`src/rtl/cache_arbiter_pkg.sv`:
```
// Shared types and default widths for the cache arbiter.
package cache_arbiter_pkg;

  localparam int unsigned LINE_W_DEF = 256;
  localparam int unsigned ADDR_W_DEF = 32;
  localparam int unsigned CNT_W_DEF  = 32;

  typedef enum logic [1:0] {
    IDLE    = 2'd0,
    SERVE_I = 2'd1,
    SERVE_D = 2'd2
  } arb_state_t;

  typedef enum logic {
    GRANT_I = 1'b0,
    GRANT_D = 1'b1
  } grant_t;

endpackage

```
`src/rtl/cache_arbiter_if.sv`:
```
// Client (icache/dcache) and physical-memory port signals of the arbiter.
interface cache_arbiter_if #(
  parameter int unsigned LINE_W = 256,
  parameter int unsigned ADDR_W = 32
) ();

  logic              i_read;
  logic [ADDR_W-1:0] i_addr;
  logic [LINE_W-1:0] i_rdata;
  logic              i_resp;

  logic              d_read;
  logic              d_write;
  logic [ADDR_W-1:0] d_addr;
  logic [LINE_W-1:0] d_wdata;
  logic [LINE_W-1:0] d_rdata;
  logic              d_resp;

  logic              pmem_read;
  logic              pmem_write;
  logic [ADDR_W-1:0] pmem_addr;
  logic [LINE_W-1:0] pmem_wdata;
  logic [LINE_W-1:0] pmem_rdata;
  logic              pmem_resp;

  // Arbiter side.
  modport slave (
    input  i_read, i_addr, d_read, d_write, d_addr, d_wdata, pmem_rdata, pmem_resp,
    output i_rdata, i_resp, d_rdata, d_resp, pmem_read, pmem_write, pmem_addr, pmem_wdata
  );

  // Caches plus memory side.
  modport master (
    output i_read, i_addr, d_read, d_write, d_addr, d_wdata, pmem_rdata, pmem_resp,
    input  i_rdata, i_resp, d_rdata, d_resp, pmem_read, pmem_write, pmem_addr, pmem_wdata
  );

endinterface

```
`src/rtl/cache_arbiter_sat_counter.sv`:
```
// Saturating up-counter with synchronous active-low clear.
module sat_counter #(
  parameter int unsigned W = 32
) (
  input  logic         clk,
  input  logic         i_clr_n,
  input  logic         i_inc,
  output logic [W-1:0] o_cnt
);

  logic [W-1:0] r_cnt;

  // Count up on i_inc, stick at all-ones instead of wrapping.
  always_ff @(posedge clk) begin
    if (!i_clr_n) begin
      r_cnt <= '0;
    end else if (i_inc && (r_cnt != {W{1'b1}})) begin
      r_cnt <= r_cnt + W'(1);
    end
  end

  assign o_cnt = r_cnt;

endmodule

```
`src/rtl/cache_arbiter.sv`:
```
// Grants the single pmem port to the icache or dcache miss path, one at a time.
module cache_arbiter
  import cache_arbiter_pkg::*;
#(
  parameter int unsigned LINE_W = LINE_W_DEF,
  parameter int unsigned ADDR_W = ADDR_W_DEF,
  parameter int unsigned CNT_W  = CNT_W_DEF
) (
  input  logic             clk,
  input  logic             rst,
  cache_arbiter_if.slave   bus,
  output logic [CNT_W-1:0] i_svc_cnt,
  output logic [CNT_W-1:0] d_svc_cnt,
  output logic [CNT_W-1:0] busy_cnt
);

  arb_state_t        r_state;
  grant_t            r_last_grant;
  logic              r_pmem_read;
  logic              r_pmem_write;
  logic [ADDR_W-1:0] r_pmem_addr;
  logic [LINE_W-1:0] r_pmem_wdata;

  logic w_d_pend;
  logic w_grant_d;
  logic w_i_resp;
  logic w_d_resp;
  logic w_busy;

  // D wins a tie unless it was served last; this gives strict alternation.
  assign w_d_pend  = bus.d_read | bus.d_write;
  assign w_grant_d = w_d_pend & (~bus.i_read | (r_last_grant == GRANT_I));

  // Grant on IDLE, latch the winner's request, release on pmem_resp.
  always_ff @(posedge clk) begin
    if (!rst) begin
      r_state      <= IDLE;
      r_last_grant <= GRANT_I;
      r_pmem_read  <= 1'b0;
      r_pmem_write <= 1'b0;
      r_pmem_addr  <= '0;
      r_pmem_wdata <= '0;
    end else begin
      unique case (r_state)
        IDLE: begin
          if (w_grant_d) begin
            r_state      <= SERVE_D;
            r_last_grant <= GRANT_D;
            r_pmem_addr  <= bus.d_addr;
            r_pmem_write <= bus.d_write;
            r_pmem_read  <= ~bus.d_write;
            r_pmem_wdata <= bus.d_write ? bus.d_wdata : LINE_W'(0);
          end else if (bus.i_read) begin
            r_state      <= SERVE_I;
            r_last_grant <= GRANT_I;
            r_pmem_addr  <= bus.i_addr;
            r_pmem_write <= 1'b0;
            r_pmem_read  <= 1'b1;
            r_pmem_wdata <= '0;
          end
        end
        SERVE_I, SERVE_D: begin
          if (bus.pmem_resp) begin
            r_state      <= IDLE;
            r_pmem_read  <= 1'b0;
            r_pmem_write <= 1'b0;
          end
        end
        default: begin
          r_state      <= IDLE;
          r_pmem_read  <= 1'b0;
          r_pmem_write <= 1'b0;
        end
      endcase
    end
  end

  // Response path is combinational so the client sees completion in cycle R.
  assign w_i_resp = (r_state == SERVE_I) & bus.pmem_resp;
  assign w_d_resp = (r_state == SERVE_D) & bus.pmem_resp;
  assign w_busy   = (r_state != IDLE);

  assign bus.i_resp     = w_i_resp;
  assign bus.d_resp     = w_d_resp;
  assign bus.i_rdata    = bus.pmem_rdata;
  assign bus.d_rdata    = bus.pmem_rdata;
  assign bus.pmem_read  = r_pmem_read;
  assign bus.pmem_write = r_pmem_write;
  assign bus.pmem_addr  = r_pmem_addr;
  assign bus.pmem_wdata = r_pmem_wdata;

  sat_counter #(.W(CNT_W)) u_i_svc (
    .clk     (clk),
    .i_clr_n (rst),
    .i_inc   (w_i_resp),
    .o_cnt   (i_svc_cnt)
  );

  sat_counter #(.W(CNT_W)) u_d_svc (
    .clk     (clk),
    .i_clr_n (rst),
    .i_inc   (w_d_resp),
    .o_cnt   (d_svc_cnt)
  );

  sat_counter #(.W(CNT_W)) u_busy (
    .clk     (clk),
    .i_clr_n (rst),
    .i_inc   (w_busy),
    .o_cnt   (busy_cnt)
  );

endmodule

```
`src/flat_wrapper.sv`:
```
// flat-port wrapper written by rule: the top's interface ports become plain ports
module cache_arbiter_flat import cache_arbiter_pkg::*;
#(
  parameter int unsigned LINE_W = LINE_W_DEF,
  parameter int unsigned ADDR_W = ADDR_W_DEF,
  parameter int unsigned CNT_W  = CNT_W_DEF
)
  (clk, rst, i_svc_cnt, d_svc_cnt, busy_cnt, bus_i_read, bus_i_addr, bus_d_read, bus_d_write, bus_d_addr, bus_d_wdata, bus_pmem_rdata, bus_pmem_resp, bus_i_rdata, bus_i_resp, bus_d_rdata, bus_d_resp, bus_pmem_read, bus_pmem_write, bus_pmem_addr, bus_pmem_wdata);
  cache_arbiter_if #(.LINE_W(LINE_W), .ADDR_W(ADDR_W)) bus_i ();
  input  logic clk;
  input  logic rst;
  output logic [CNT_W-1:0] i_svc_cnt;
  output logic [CNT_W-1:0] d_svc_cnt;
  output logic [CNT_W-1:0] busy_cnt;
  input wire logic [$bits(bus_i.i_read)-1:0] bus_i_read;
  input wire logic [$bits(bus_i.i_addr)-1:0] bus_i_addr;
  input wire logic [$bits(bus_i.d_read)-1:0] bus_d_read;
  input wire logic [$bits(bus_i.d_write)-1:0] bus_d_write;
  input wire logic [$bits(bus_i.d_addr)-1:0] bus_d_addr;
  input wire logic [$bits(bus_i.d_wdata)-1:0] bus_d_wdata;
  input wire logic [$bits(bus_i.pmem_rdata)-1:0] bus_pmem_rdata;
  input wire logic [$bits(bus_i.pmem_resp)-1:0] bus_pmem_resp;
  output wire logic [$bits(bus_i.i_rdata)-1:0] bus_i_rdata;
  output wire logic [$bits(bus_i.i_resp)-1:0] bus_i_resp;
  output wire logic [$bits(bus_i.d_rdata)-1:0] bus_d_rdata;
  output wire logic [$bits(bus_i.d_resp)-1:0] bus_d_resp;
  output wire logic [$bits(bus_i.pmem_read)-1:0] bus_pmem_read;
  output wire logic [$bits(bus_i.pmem_write)-1:0] bus_pmem_write;
  output wire logic [$bits(bus_i.pmem_addr)-1:0] bus_pmem_addr;
  output wire logic [$bits(bus_i.pmem_wdata)-1:0] bus_pmem_wdata;
  assign bus_i.i_read = bus_i_read;
  assign bus_i.i_addr = bus_i_addr;
  assign bus_i.d_read = bus_d_read;
  assign bus_i.d_write = bus_d_write;
  assign bus_i.d_addr = bus_d_addr;
  assign bus_i.d_wdata = bus_d_wdata;
  assign bus_i.pmem_rdata = bus_pmem_rdata;
  assign bus_i.pmem_resp = bus_pmem_resp;
  assign bus_i_rdata = bus_i.i_rdata;
  assign bus_i_resp = bus_i.i_resp;
  assign bus_d_rdata = bus_i.d_rdata;
  assign bus_d_resp = bus_i.d_resp;
  assign bus_pmem_read = bus_i.pmem_read;
  assign bus_pmem_write = bus_i.pmem_write;
  assign bus_pmem_addr = bus_i.pmem_addr;
  assign bus_pmem_wdata = bus_i.pmem_wdata;
  cache_arbiter #(.LINE_W(LINE_W), .ADDR_W(ADDR_W), .CNT_W(CNT_W)) u_core (.clk(clk), .rst(rst), .bus(bus_i), .i_svc_cnt(i_svc_cnt), .d_svc_cnt(d_svc_cnt), .busy_cnt(busy_cnt));
endmodule
```
`config.mk`:
```
export PLATFORM = sky130hd
export DESIGN_NAME = cache_arbiter_flat
export DESIGN_NICKNAME = d
export VERILOG_FILES = /design/src/rtl/cache_arbiter_pkg.sv /design/src/rtl/cache_arbiter_if.sv /design/src/rtl/cache_arbiter_sat_counter.sv /design/src/rtl/cache_arbiter.sv /design/src/flat_wrapper.sv
export SDC_FILE = /design/constraint.sdc
export NUM_CORES = 1
export LEC_CHECK = 0
export CELL_PAD_IN_SITES_DETAIL_PLACEMENT = 0
export CELL_PAD_IN_SITES_GLOBAL_PLACEMENT = 1
export CORE_AREA = 8 8 576 578
export CTS_CLUSTER_DIAMETER = 120
export DETAILED_ROUTE_END_ITERATION = 12
export DIE_AREA = 0 0 584 586
export MAX_ROUTING_LAYER = met4
export PLACE_DENSITY = 0.3
export SLEW_MARGIN = 25
export SYNTH_ARGS = -nofsm -noshare
export SYNTH_HDL_FRONTEND = slang
export SYNTH_SLANG_ARGS = --single-unit
```
`constraint.sdc`:
```
create_clock -name clk -period 2.3 [get_ports clk]
set_input_delay 0.23 -clock clk [delete_from_list [all_inputs] [get_ports clk]]
set_output_delay 0.23 -clock clk [all_outputs]
set_load 0.02 [all_outputs]
```
# Yosys cells after proc, flatten, opt, wreduce, memory -nomap -nowiden

Cells that the tools add are included.

Register bits after elaboration: 389
Output and inout bits: 900
Input bits: 582

$add $sub $neg: 3
Equality and inequality tests: 7
Mux-type cells: 17
Reductions and logical operators: 9
Bitwise operators: 8

Operator list:

| operator                                            | number |
|---|---|
| two-way mux 256 bit                                 | 3 |
| adder 32 x 1 -> 32 bit, second input constant       | 3 |
| != test 32 bit, second input constant               | 3 |
| two-way mux 32 bit                                  | 2 |
| two-way mux 1 bit                                   | 6 |
| two-way mux 2 bit                                   | 3 |
| case mux 1 bit (2 select lines)                     | 2 |
| case mux 2 bit (2 select lines)                     | 1 |
| AND reduction 2 bit                                 | 2 |
| nonzero test 2 bit                                  | 2 |
| AND 1 bit                                           | 3 |
| logical AND 1 bit                                   | 3 |
| != test 3 x 2 -> 1 bit, second input constant       | 1 |
| inverter 1 bit                                      | 3 |
| equality test 2 x 1 -> 1 bit, second input constant | 1 |
| equality test 2 bit, second input constant          | 1 |
| logical NOT 2 bit                                   | 1 |
| != test 2 bit, second input constant                | 1 |
| bitwise OR 1 bit                                    | 2 |
| OR reduction 2 bit                                  | 1 |

# Longest topological paths before layout

Gate-level depths: netlist of run 1.

Depth after elaboration: 5
Depth in mapped cells: 9
Depth with buffers taken out: 7

# By module

A second synthesis of run 1 with hierarchy kept.

Cell total of the unflattened synthesis: 2461
Area total of the unflattened synthesis: 19769.0 µm²

By module, submodules not included:

| module        | cells each | times used | area an instance (µm²) | seq. area each (µm²) |
|---|---|---|---|---|
| cache_arbiter | 1861       | 1          | 14656.6                | 5865.6 |
| sat_counter   | 200        | 3          | 1704.1                 | 640.6 |

# Worst setup path before layout of run 1

OpenSTA, ideal clock, no wires.

Kind: reg-to-reg
From: register u_core.u_d_svc.r_cnt[13], in the netlist u_core.u_d_svc.o_cnt[13]
To: register u_core.u_d_svc.r_cnt[29], in the netlist u_core.u_d_svc.o_cnt[29]
Path slack: -0.095 ns
Stages on the path, launching flop included: 7
Path buffers: 1
Arrival time: 2.324 ns
Library setup time: 0.070 ns
Cell sequence: dfxtp_1 -> nand4_2 -> or4_4 -> or3_4 -> buf_6 -> or4_1 -> a21oi_1

Cells in the longest elaborated chain, start to end: 2
Elaborated cells between the ends (all ways): 3
Those cells by class: add/sub: 1; eq/ne: 1; reduce/logical: 1

RTL lines:

| what                                                           | line                            | source |
|---|---|---|
| from (decl)                                                    | cache_arbiter_sat_counter.sv:11 | `logic [W-1:0] r_cnt;` |
| from (signal assigned)                                         | cache_arbiter_sat_counter.sv:18 | `r_cnt <= r_cnt + W'(1);` |
| branches (longest 2 deep; another with adder 32 x 1 -> 32 bit) | --                              |  |

Several ways; the timed one is not identified.
A chain may end at the register's enable or synchronous reset.

# Worst setup path in the final report of run 1

From: register u_core.r_state[0]
To: register u_core.u_d_svc.r_cnt[24], in the netlist u_core.u_d_svc.o_cnt[24]

Cells in the longest elaborated chain, start to end: 3

RTL lines:

| what                   | line                            | source |
|---|---|---|
| from (decl)            | cache_arbiter.sv:17             | `arb_state_t r_state;` |
| from (signal assigned) | cache_arbiter.sv:37             | `r_state <= IDLE;` |
| from (signal assigned) | cache_arbiter.sv:47             | `r_state <= SERVE_D;` |
| from (signal assigned) | cache_arbiter.sv:54             | `r_state <= SERVE_I;` |
| equality test 2 bit    | cache_arbiter.sv:80             | `assign w_d_resp = (r_state == SERVE_D) & bus.pmem_resp;` |
| AND 1 bit              | cache_arbiter.sv:80             |  |
| logical AND 1 bit      | cache_arbiter_sat_counter.sv:17 | `end else if (i_inc && (r_cnt != {W{1'b1}})) begin` |

No other way between the ends.

==> results of run 1 <==
layer usage:
metal  track usage (%)  vias to the layer above
li1                  -                     8645
met1              9.53                     8702
met2              13.8                      907
met3              5.91                      402
met4              4.48                        0
met5                 -                        -
worst max-delay path, stage by stage, from the launching register on:
cell	delay, ns
sky130_fd_sc_hd__dfxtp_2	0.32
sky130_fd_sc_hd__inv_1	0.08
sky130_fd_sc_hd__ha_2	0.19
sky130_fd_sc_hd__nand2_1	0.07
sky130_fd_sc_hd__or4_1	0.58
sky130_fd_sc_hd__buf_4	0.18
sky130_fd_sc_hd__or4b_2	0.63
sky130_fd_sc_hd__a21oi_1	0.15
area by class of cell:
class / instances / area [sq um] / area share (%)
clock buffers: 94 / 1780 / 5.52
flip-flops and latches: 389 / 7800 / 24.2
multi-input cells: 1344 / 7250 / 22.5
inverters: 17 / 71.3 / 0.221
clock inverters: 18 / 236 / 0.733
repair buffers: 1006 / 9680 / 30.0
diodes: 13 / 32.5 / 0.101
well taps: 4325 / 5410 / 16.8
per-stage QoR:
| step | cell area, sq um | instances | setup slack, ns | TNS (ns) | power [mW] |
|---|---|---|---|---|---|
| 2_1_floorplan | 19500 | 2421 | 0.000816 | 0 | 11.1 |
| 3_3_place_gp | 29700 | 7035 | -0.293 | -3.59 | 13.9 |
| 3_5_place_dp | 29700 | 7035 | -0.270 | -4.16 | 13.9 |
| 4_1_cts | 32200 | 7193 | -0.131 | -0.131 | 24.1 |
| 5_1_grt | 32300 | 7204 | -0.0269 | -0.0716 | 24.6 |
| 6_report | 32300 | 7206 | 0.0394 | 0 | 23.2 |
logic make-up (layout without fill, tap and decap cells):
family,after synthesis,after routing,share of synthesized area [%]
flops,389,389,40.1
mux,45,45,2.32
fa+ha+maj,6,6,0.386
buf+inv,688,1135,23.2
simple gates,836,836,20.7
compound gates,441,441,12.6
other cells,0,13,0
xor+xnor,16,16,0.721
registers in the layout (all words and copies together) (netlist names):
signal and flops:
u_core.u_i_svc.o_cnt 32, u_core.u_d_svc.o_cnt 32, u_core.bus.pmem_read 1, u_core.r_state 2, u_core.u_busy.o_cnt 32, u_core.bus.pmem_write 1
u_core.bus.pmem_addr 32, u_core.bus.pmem_wdata 256, u_core.r_last_grant 1
worst paths after layout:
kind         cells past startpoint                          to  slack, ns                      start
min reg2reg                      2   u_core.bus.pmem_wdata[34]       0.45  u_core.bus.pmem_wdata[34]
max                              7    u_core.u_d_svc.o_cnt[24]       0.04          u_core.r_state[0]
max reg2reg                      7    u_core.u_d_svc.o_cnt[24]       0.04          u_core.r_state[0]
min                              3  u_core.bus.pmem_wdata[122]       0.11           bus_d_wdata[122]
what timing repair did:
action / in CTS / in global routing
setup endpoints to repair: 66 / 23
gates resized for setup: 27 / 17
endpoints found under the hold margin: 47 / 0
pin swaps: 0 / 1
hold buffers: 47 / 0
synthesized netlist by cell type, drive strengths merged, types with 2 or more instances:
| cell | count |
|---|---|
| buf | 524 |
| dfxtp | 389 |
| a21oi | 317 |
| nand2 | 313 |
| nand3 | 293 |
| clkbuf | 147 |
| nor2 | 65 |
| mux2i | 45 |
| or3 | 36 |
| a211oi | 35 |
| o21ai | 34 |
| o31ai | 33 |
| or4 | 32 |
| nand4 | 22 |
| nand2b | 18 |
| inv | 17 |
| nor3 | 14 |
| xnor2 | 12 |
| and4 | 10 |
| nor4 | 10 |
| ha | 6 |
| and3 | 5 |
| nor4b | 5 |
| a311oi | 4 |
| and2 | 4 |
| o211ai | 4 |
| xor2 | 4 |
| or2 | 3 |
| a2bb2oi | 2 |
| a31oi | 2 |
| o41ai | 2 |
power by group:
group / internal, mW / total (mW) / switching, mW / leakage [nW]
Combinational: 2.33 / 5.92 / 3.59 / 6.17
Clock: 5.73 / 9.69 / 3.96 / 0.980
Sequential: 7.23 / 7.54 / 0.316 / 3.18
Total: 15.3 / 23.2 / 7.87 / 10.3
==> impl_metrics.csv, run 1 <==
group,metric,value,unit
global_routing,first_global_vias,19410,
logic_synthesis,mappedNetlistNets,3009,
floorplanning,design.die.area,342000,sq um
timing,setup_viol,0,
drt,post-route-drc-count,0,
critical_path,cp.arrival,2.90,ns
run_status,outcome,"finished, final reports clean",
drt,drt-wirelength-per-cell,22.5,um
timing,period_share,98.3,%
logic_synthesis,seq_cells_post_synth,389,
drt,met1_length,59.8,mm
floorplanning,top_level_ports,1482,
power_and_ir_drop,vdd_drop_max,0.612,mV
clocking,cts_num_sinks,389,
timing,max_slew_violation_count,0,
critical_path,worst-setup-path-type,"reg -> reg",
layout,final_core_utilization,10.0,%
timing,fin_hold_ws,0.111,ns
drt,detail_route.iter0.violations,749,
clocking,clk_latency,0.71,ns
logic_synthesis,synth_seq_area_share,40.1,%
logic_synthesis,dominantRegCellSynth,"sky130_fd_sc_hd__dfxtp_1",
clocking,max-clock-path-buffers,3,
layout,layout-area-overhead-vs-synth,66.0,%
global_routing,grt_pass1_wl,206,mm
layout,fillerInstances,37561,
global_routing,globalRoute.totalOverflow,0,
placed_design,place.detailed.hpwl,137,mm
floorplanning,die_h,586,um
critical_path,critical_path.max_fanout,4,
min_path,kind_of_path_behind_the_tightest_hold_check,"in -> reg",
layout,layout_commonest_cell,"sky130_fd_sc_hd__clkdlybuf4s50_1",
layout,design.final.nets,3407,
logic_synthesis,netlist_instances,2421,
layout,drive_gt1_share,15.1,%
power_and_ir_drop,p_leak,10.3,nW
timing,hold_viol_final,0,
placed_design,placement.io_buffers,713,
logic_synthesis,syn_avg_cell_area,8.03,sq um
drt,route.met3.wl,23.1,mm
drt,detail_route_met2_wl,70.1,mm
timing,fmax,0.442,GHz
critical_path,crit_path_start_kind,"flip-flop",
drt,highest_layer,"met4",
global_routing,antenna_found_initial,23,
clocking,cts.clk_slew.worst_paths,0.06,ns
logic_synthesis,synth-edff-count,0,
global_routing,grt_util_all_layers,9.28,%
drt,number_of_vias_after_detailed_routing,18656,
clocking,tritoncts.num_buffers,61,
floorplanning,placementRows,209,
logic_synthesis,ys_top_cells_by_area,"sky130_fd_sc_hd__dfxtp_1, sky130_fd_sc_hd__buf_4, sky130_fd_sc_hd__a21oi_1, sky130_fd_sc_hd__nand3_1, sky130_fd_sc_hd__nand2_1",
timing,skew,0.0476,ns
placed_design,place.gp.congestion,0.717,
power_and_ir_drop,power-per-cell-area,718,nW/um^2
drt,finalWirelength,162,mm
drt,route.detailed.vias_per_inst,2.59,
logic_synthesis,synth_cell_types,53,
drt,drtPass1Iterations,5,
floorplanning,design.core.area,323000,sq um
logic_synthesis,syn_area,19400,sq um
floorplanning,initial_utilization,6.03,%
layout,most-common-layout-cells,"sky130_fd_sc_hd__clkdlybuf4s50_1, sky130_fd_sc_hd__dfxtp_1, sky130_fd_sc_hd__a21oi_1",
floorplanning,die_x,584,um
global_routing,grt_max_degree,40,
logic_synthesis,yosys.area.top_type,"sky130_fd_sc_hd__dfxtp_1",
critical_path,timing.critical_path.required,2.94,ns
clocking,htreeDepth,2,
logic_synthesis,ys_async_sr_fraction,0,%
clocking,clockRootBuffer,"sky130_fd_sc_hd__clkbuf_16",
logic_synthesis,synth_top_area_share,40.1,%
timing,timing.slew.headroom,49.1,%
timing,rsz_0062_raised_after_global_routing,"true",
critical_path,endpoint_kind,"flip-flop",
clocking,tritoncts,"done",
logic_synthesis,ys.warnings.count,0,
clocking,postCtsSetupBuffers,0,
timing,tightest_slew,0.758,ns
flow_run,cap_violations,0,
timing,post_layout_minimum_cycle_time,2.26,ns
drt,antenna_violating_nets_post_route,0,
(Power assumes the default switching activity.)
==> inputs of run 2 (changes only) <==
--- a/config.mk
+++ b/config.mk
@@ -13,6 +13,7 @@
 export DIE_AREA = 0 0 584 586
 export MAX_ROUTING_LAYER = met4
 export PLACE_DENSITY = 0.3
+export SKIP_CTS_REPAIR_TIMING = 1
 export SLEW_MARGIN = 25
 export SYNTH_ARGS = -nofsm -noshare
 export SYNTH_HDL_FRONTEND = slang
==> run 2 against run 1 <==
  * Power down 0.29%
  * Critical path depth unchanged
  * Clock skew down 0.00053 ns
  * Clock power about the same
  * Global-route usage about the same
  * Count of clock-buffer cells in the layout unchanged
  * Utilization down 0.13 points
  * Critical endpoint is now u_core.u_busy.o_cnt[28]
  * Worst hold slack worse by 0.018 ns
  * First-iteration DRC count up 3.1%
  * Sequential power about the same
==> impl_metrics.csv, run 2 (synthesized netlist as in run 1, its figures left out) <==
group,metric,value,unit
critical_path,endpoint_kind,"flip-flop",
clocking,clk_latency,0.71,ns
layout,area.sequential,7800,sq um
timing,post_layout_minimum_cycle_time,2.22,ns
layout,multi_input_area,7260,sq um
clocking,cts_num_sinks,389,
layout,final_core_utilization,9.87,%
timing,hold_viol_final,0,
clocking,tritoncts.num_buffers,61,
flow_run,cap_violations,0,
drt,highest_layer,"met4",
drt,drtPass1Iterations,5,
critical_path,worst_path_largest_cell_delay,0.47,ns
layout,fillerInstances,37584,
clocking,cts.clk_slew.worst_paths,0.06,ns
clocking,max-clock-path-buffers,3,
layout,most-common-layout-cells,"sky130_fd_sc_hd__clkdlybuf4s50_1, sky130_fd_sc_hd__dfxtp_1, sky130_fd_sc_hd__a21oi_1",
timing,fmax,0.450,GHz
floorplanning,die_h,586,um
min_path,kind_of_path_behind_the_tightest_hold_check,"in -> reg",
timing,timing.slew.headroom,49.1,%
critical_path,worst-setup-path-type,"reg -> reg",
drt,drt-wirelength-per-cell,22.6,um
critical_path,timing.critical_path.required,2.94,ns
power_and_ir_drop,power-per-cell-area,725,nW/um^2
drt,route.met3.wl,23.7,mm
critical_path,critical_path.max_fanout,6,
layout,largest_register_ffs,256,
critical_path,critical-path-top-delay-family,"simple AND/OR/NAND/NOR gates",
floorplanning,design.core.area,323000,sq um
layout,layout_commonest_cell,"sky130_fd_sc_hd__clkdlybuf4s50_1",
drt,met1_length,59.2,mm
global_routing,first_global_vias,19224,
global_routing,grt_pass1_wl,206,mm
clocking,clockRootBuffer,"sky130_fd_sc_hd__clkbuf_16",
timing,setup_viol,0,
global_routing,globalRoute.totalOverflow,0,
clocking,htreeDepth,2,
critical_path,crit_path_start_kind,"flip-flop",
floorplanning,design.die.area,342000,sq um
clocking,tritoncts,"done",
floorplanning,die_x,584,um
global_routing,grt_max_degree,40,
placed_design,placement.io_buffers,713,
placed_design,place.detailed.hpwl,137,mm
critical_path,crit_slowest_cell,"sky130_fd_sc_hd__or3_1",
floorplanning,placementRows,209,
power_and_ir_drop,report.power.total,23.1,mW
timing,rsz_0062_raised_after_global_routing,"true",
timing,skew,0.0471,ns
layout,design.final.nets,3360,
drt,detail_route_met2_wl,70.0,mm
critical_path,cp.arrival,2.86,ns
drt,detail_route.iter0.violations,772,
timing,setup-tns-final,0,ns
power_and_ir_drop,p_leak,10.2,nW
layout,layout-area-overhead-vs-synth,63.8,%
run_status,outcome,"finished, final reports clean",
timing,tightest_slew,0.758,ns
layout,drive_gt1_share,15.5,%
drt,post-route-drc-count,0,
drt,finalWirelength,162,mm
floorplanning,top_level_ports,1482,
timing,max_slew_violation_count,0,
critical_path,path_cells,"inv_1 -> ha_2 -> or3_1 -> nor3_1 -> nor4bb_1 -> buf_4 -> mux2i_1",
drt,antenna_violating_nets_post_route,0,
global_routing,grt_util_all_layers,9.28,%
timing,period_share,96.6,%
critical_path,timing.reg2reg.setup_slack,0.08,ns
floorplanning,initial_utilization,6.03,%
drt,route.detailed.vias_per_inst,2.58,
power_and_ir_drop,vdd_drop_max,0.613,mV
placed_design,place.gp.congestion,0.717,
global_routing,antenna_found_initial,23,
critical_path,cp.buffers_inverters,2,
drt,number_of_vias_after_detailed_routing,18490,
[run 2: metal layers]
metal | track usage (%) | vias up
met2 | 13.8 | 902
met1 | 9.43 | 8633
met3 | 6.10 | 402
met4 | 4.44 | 0
li1 | - | 8553
met5 | - | -
[run 2: metrics by stage]
stage                     instance area, sq um  std cells  hold WS [ns]  setup slack [ns]
after floorplan                          19500       2421         0.375          0.000816
after global placement                   29700       7035         0.437            -0.293
after CTS                                31700       7147       -0.0299            -0.436
after detailed placement                 29700       7035         0.445            -0.270
final                                    31900       7158        0.0932            0.0790
after global routing                     31800       7157        0.0266           -0.0322
[run 2: worst register-to-register path, delay by kind of cell (launching register included)]
| kind | cells | cell delay, ns |
|---|---|---|
| flops | 1 | 0.37 |
| fa+ha+maj | 1 | 0.27 |
| simple gates | 3 | 1.12 |
| buf+inv | 2 | 0.24 |
| mux | 1 | 0.17 |
[run 2: final cells by class]
cell class | count | area share (%)
timing repair buffer | 959 | 29.0
sequential | 389 | 24.5
multi-input combinational | 1344 | 22.8
tap | 4325 | 17.0
clock buffer | 94 | 5.59
clock inverter | 18 | 0.742
inverter | 17 | 0.224
antenna | 12 | 0.0943
[run 2: worst paths after layout]
kind | start | end | cells after the start
worst max-delay path | u_core.r_state[1] | u_core.u_busy.o_cnt[28] | 7
worst min-delay path | bus_d_wdata[217] | u_core.bus.pmem_wdata[217] | 3
worst max register to register | u_core.r_state[1] | u_core.u_busy.o_cnt[28] | 7
worst min register to register | u_core.bus.pmem_wdata[34] | u_core.bus.pmem_wdata[34] | 2
[run 2: report_power, final]
group | internal, mW | switching (mW) | leakage (nW) | total, mW
sequential | 7.23 | 0.318 | 3.18 | 7.55
combinational | 2.28 | 3.59 | 6.08 | 5.87
clock | 5.73 | 3.94 | 0.980 | 9.67
==> inputs of run 3 (changes only) <==
--- a/config.mk
+++ b/config.mk
@@ -12,7 +12,7 @@
 export DETAILED_ROUTE_END_ITERATION = 12
 export DIE_AREA = 0 0 584 586
 export MAX_ROUTING_LAYER = met4
-export PLACE_DENSITY = 0.3
+export PLACE_DENSITY = 0.34
 export SKIP_CTS_REPAIR_TIMING = 1
 export SLEW_MARGIN = 25
 export SYNTH_ARGS = -nofsm -noshare
==> run 3 against run 2 <==
  * Maximum frequency decreased by 1.9%
  * Non-clock buffer count is 19 lower
  * Cell count fell by 0.22%
  * First-iteration DRC count increased by 28%
  * Register-to-register slack gained 0.03 ns
  * Clock power grew 16%
  * Largest cell class unchanged
  * Largest power group unchanged
==> impl_metrics.csv, run 3 (synthesized netlist as in run 1, its figures left out) <==
group,metric,value,unit
critical_path,path_cells,"clkdlybuf4s50_1",
critical_path,cp.arrival,2.03,ns
power_and_ir_drop,vdd_drop_max,0.410,mV
global_routing,grt-busiest-layer,"met2",
critical_path,endpoint_kind,"primary output",
layout,layout-area-overhead-vs-synth,65.6,%
timing,max_slew_violation_count,0,
critical_path,crit_path_start_kind,"flip-flop",
global_routing,globalRoute.totalOverflow,0,
timing,period_share,98.4,%
drt,drt-wirelength-per-cell,22.7,um
timing,skew,0.0542,ns
timing,timing.slew.headroom,49.0,%
floorplanning,design.die.area,342000,sq um
clocking,tritoncts,"done",
critical_path,timing.reg2reg.setup_slack,0.11,ns
timing,fmax,0.442,GHz
power_and_ir_drop,report.power.total,24.6,mW
layout,finalInstanceArea,32200,sq um
min_path,hold_depth,3,
critical_path,timing.critical_path.required,2.07,ns
global_routing,grt_use_met1,8.92,%
drt,detail_route.iter0.violations,985,
timing,post_layout_minimum_cycle_time,2.26,ns
layout,layout_commonest_cell,"sky130_fd_sc_hd__clkdlybuf4s50_1",
clocking,cts.clk_slew.worst_paths,0.06,ns
power_and_ir_drop,power-per-cell-area,762,nW/um^2
layout,design.final.nets,3350,
global_routing,grt_max_degree,49,
timing,setup-tns-final,0,ns
placed_design,place.gp.congestion,0.748,
global_routing,grt_util_all_layers,9.21,%
drt,antenna_violating_nets_post_route,0,
clocking,clk_latency,0.77,ns
floorplanning,top_level_ports,1482,
flow_run,cap_violations,0,
min_path,worst_hold_path.endpoint,"u_core.bus.pmem_wdata[176]",
layout,final_core_utilization,9.98,%
clocking,tritoncts.num_buffers,70,
placed_design,placement.io_buffers,713,
min_path,min-delay-start,"bus_d_wdata[176]",
timing,setup_viol,0,
global_routing,antenna_found_initial,47,
layout,drive_gt1_share,13.6,%
global_routing,use_met2,14.0,%
clocking,cts_num_sinks,389,
floorplanning,placementRows,209,
timing,tightest_slew,0.764,ns
critical_path,rr_endpoint,"u_core.u_i_svc.o_cnt[26]",
drt,finalWirelength,162,mm
min_path,kind_of_path_behind_the_tightest_hold_check,"in -> reg",
layout,largest_register_ffs,256,
drt,post-route-drc-count,0,
floorplanning,die_h,586,um
power_and_ir_drop,p_leak,10.6,nW
floorplanning,die_x,584,um
global_routing,grt_pass1_wl,204,mm
timing,hold_viol_final,0,
critical_path,critical-path-top-delay-family,"buffers and inverters",
critical_path,worst_path_largest_cell_delay,0.98,ns
drt,route.detailed.vias_per_inst,2.62,
critical_path,critical_path.max_fanout,2,
critical_path,reg2regPathDepth,5,
drt,drtPass1Iterations,5,
critical_path,cp.buffers_inverters,1,
critical_path,critical_path.reg2reg.startpoint,"u_core.u_i_svc.o_cnt[11]",
placed_design,place_area,29600,sq um
clocking,clockRootBuffer,"sky130_fd_sc_hd__clkbuf_16",
global_routing,grt_use_met3,6.23,%
critical_path,crit_slowest_cell,"sky130_fd_sc_hd__clkdlybuf4s50_1",
run_status,outcome,"finished, final reports clean",
floorplanning,initial_utilization,6.03,%
placed_design,place.detailed.hpwl,136,mm
critical_path,worst-setup-path-type,"reg -> out",
layout,most-common-layout-cells,"sky130_fd_sc_hd__clkdlybuf4s50_1, sky130_fd_sc_hd__dfxtp_1, sky130_fd_sc_hd__a21oi_1",
clocking,max-clock-path-buffers,4,
clocking,htreeDepth,3,
drt,number_of_vias_after_detailed_routing,18697,
floorplanning,design.core.area,323000,sq um
global_routing,first_global_vias,18899,
==> run 3: cell types whose count changed in the layout (fill, tap and decap cells not counted), sizes merged <==
cell	change
dlygate4sd3	+9
bufinv	+6
clkbuf	-6
buf	-61
inv	+2
clkdlybuf4s50	+13
clkinv	-3
diode	+4
dlymetal6s2s	+20
==> run 3: worst max path at each step <==
stage | from | cells past startpoint | end | slack (ns)
floorplan | u_core.u_d_svc.o_cnt[18] | 6 | u_core.u_d_svc.o_cnt[29] | 0.0008
global placement | bus_pmem_resp | 6 | u_core.u_d_svc.o_cnt[30] | -0.37
detailed placement | bus_pmem_resp | 6 | u_core.u_d_svc.o_cnt[28] | -0.29
CTS | u_core.r_state[1] | 6 | bus_i_resp | -0.45
global route | u_core.r_state[0] | 9 | u_core.bus.pmem_wdata[119] | -0.002
finish | u_core.bus.pmem_wdata[5] | 1 | bus_pmem_wdata[5] | 0.04
==> run 3: per-layer routing <==
metal / vias up / routed length (um)
met2: 984 / 71100
li1: 8515 / -
met1: 8682 / 56400
met5: - / 0
met4: 0 / 9880
met3: 516 / 25000
==> run 3: power by group <==
part	total [mW]	internal [mW]	switching, mW
sequential	7.54	7.23	0.314
clock	11.2	7.04	4.18
combinational	5.79	2.30	3.49
==> run 3: final cells by class <==
class | count | area, sq um
diodes | 16 | 40.0
clock inverters | 23 | 393
repair buffers | 940 | 9330
well taps | 4325 | 5410
inverters | 17 | 71.3
clock buffers | 88 | 1940
multi-input cells | 1344 | 7210
flip-flops and latches | 389 | 7800
fillers | 37547 | 290000
==> run 3: per-stage QoR <==
step	std cells	worst slack [ns]	hold WS (ns)
final	7142	0.0357	0.0442
after global routing	7140	-0.00181	0.000303
after CTS	7115	-0.452	-0.0824
after detailed placement	7004	-0.286	0.444
after global placement	7004	-0.371	0.438
after floorplan	2421	0.000816	0.375
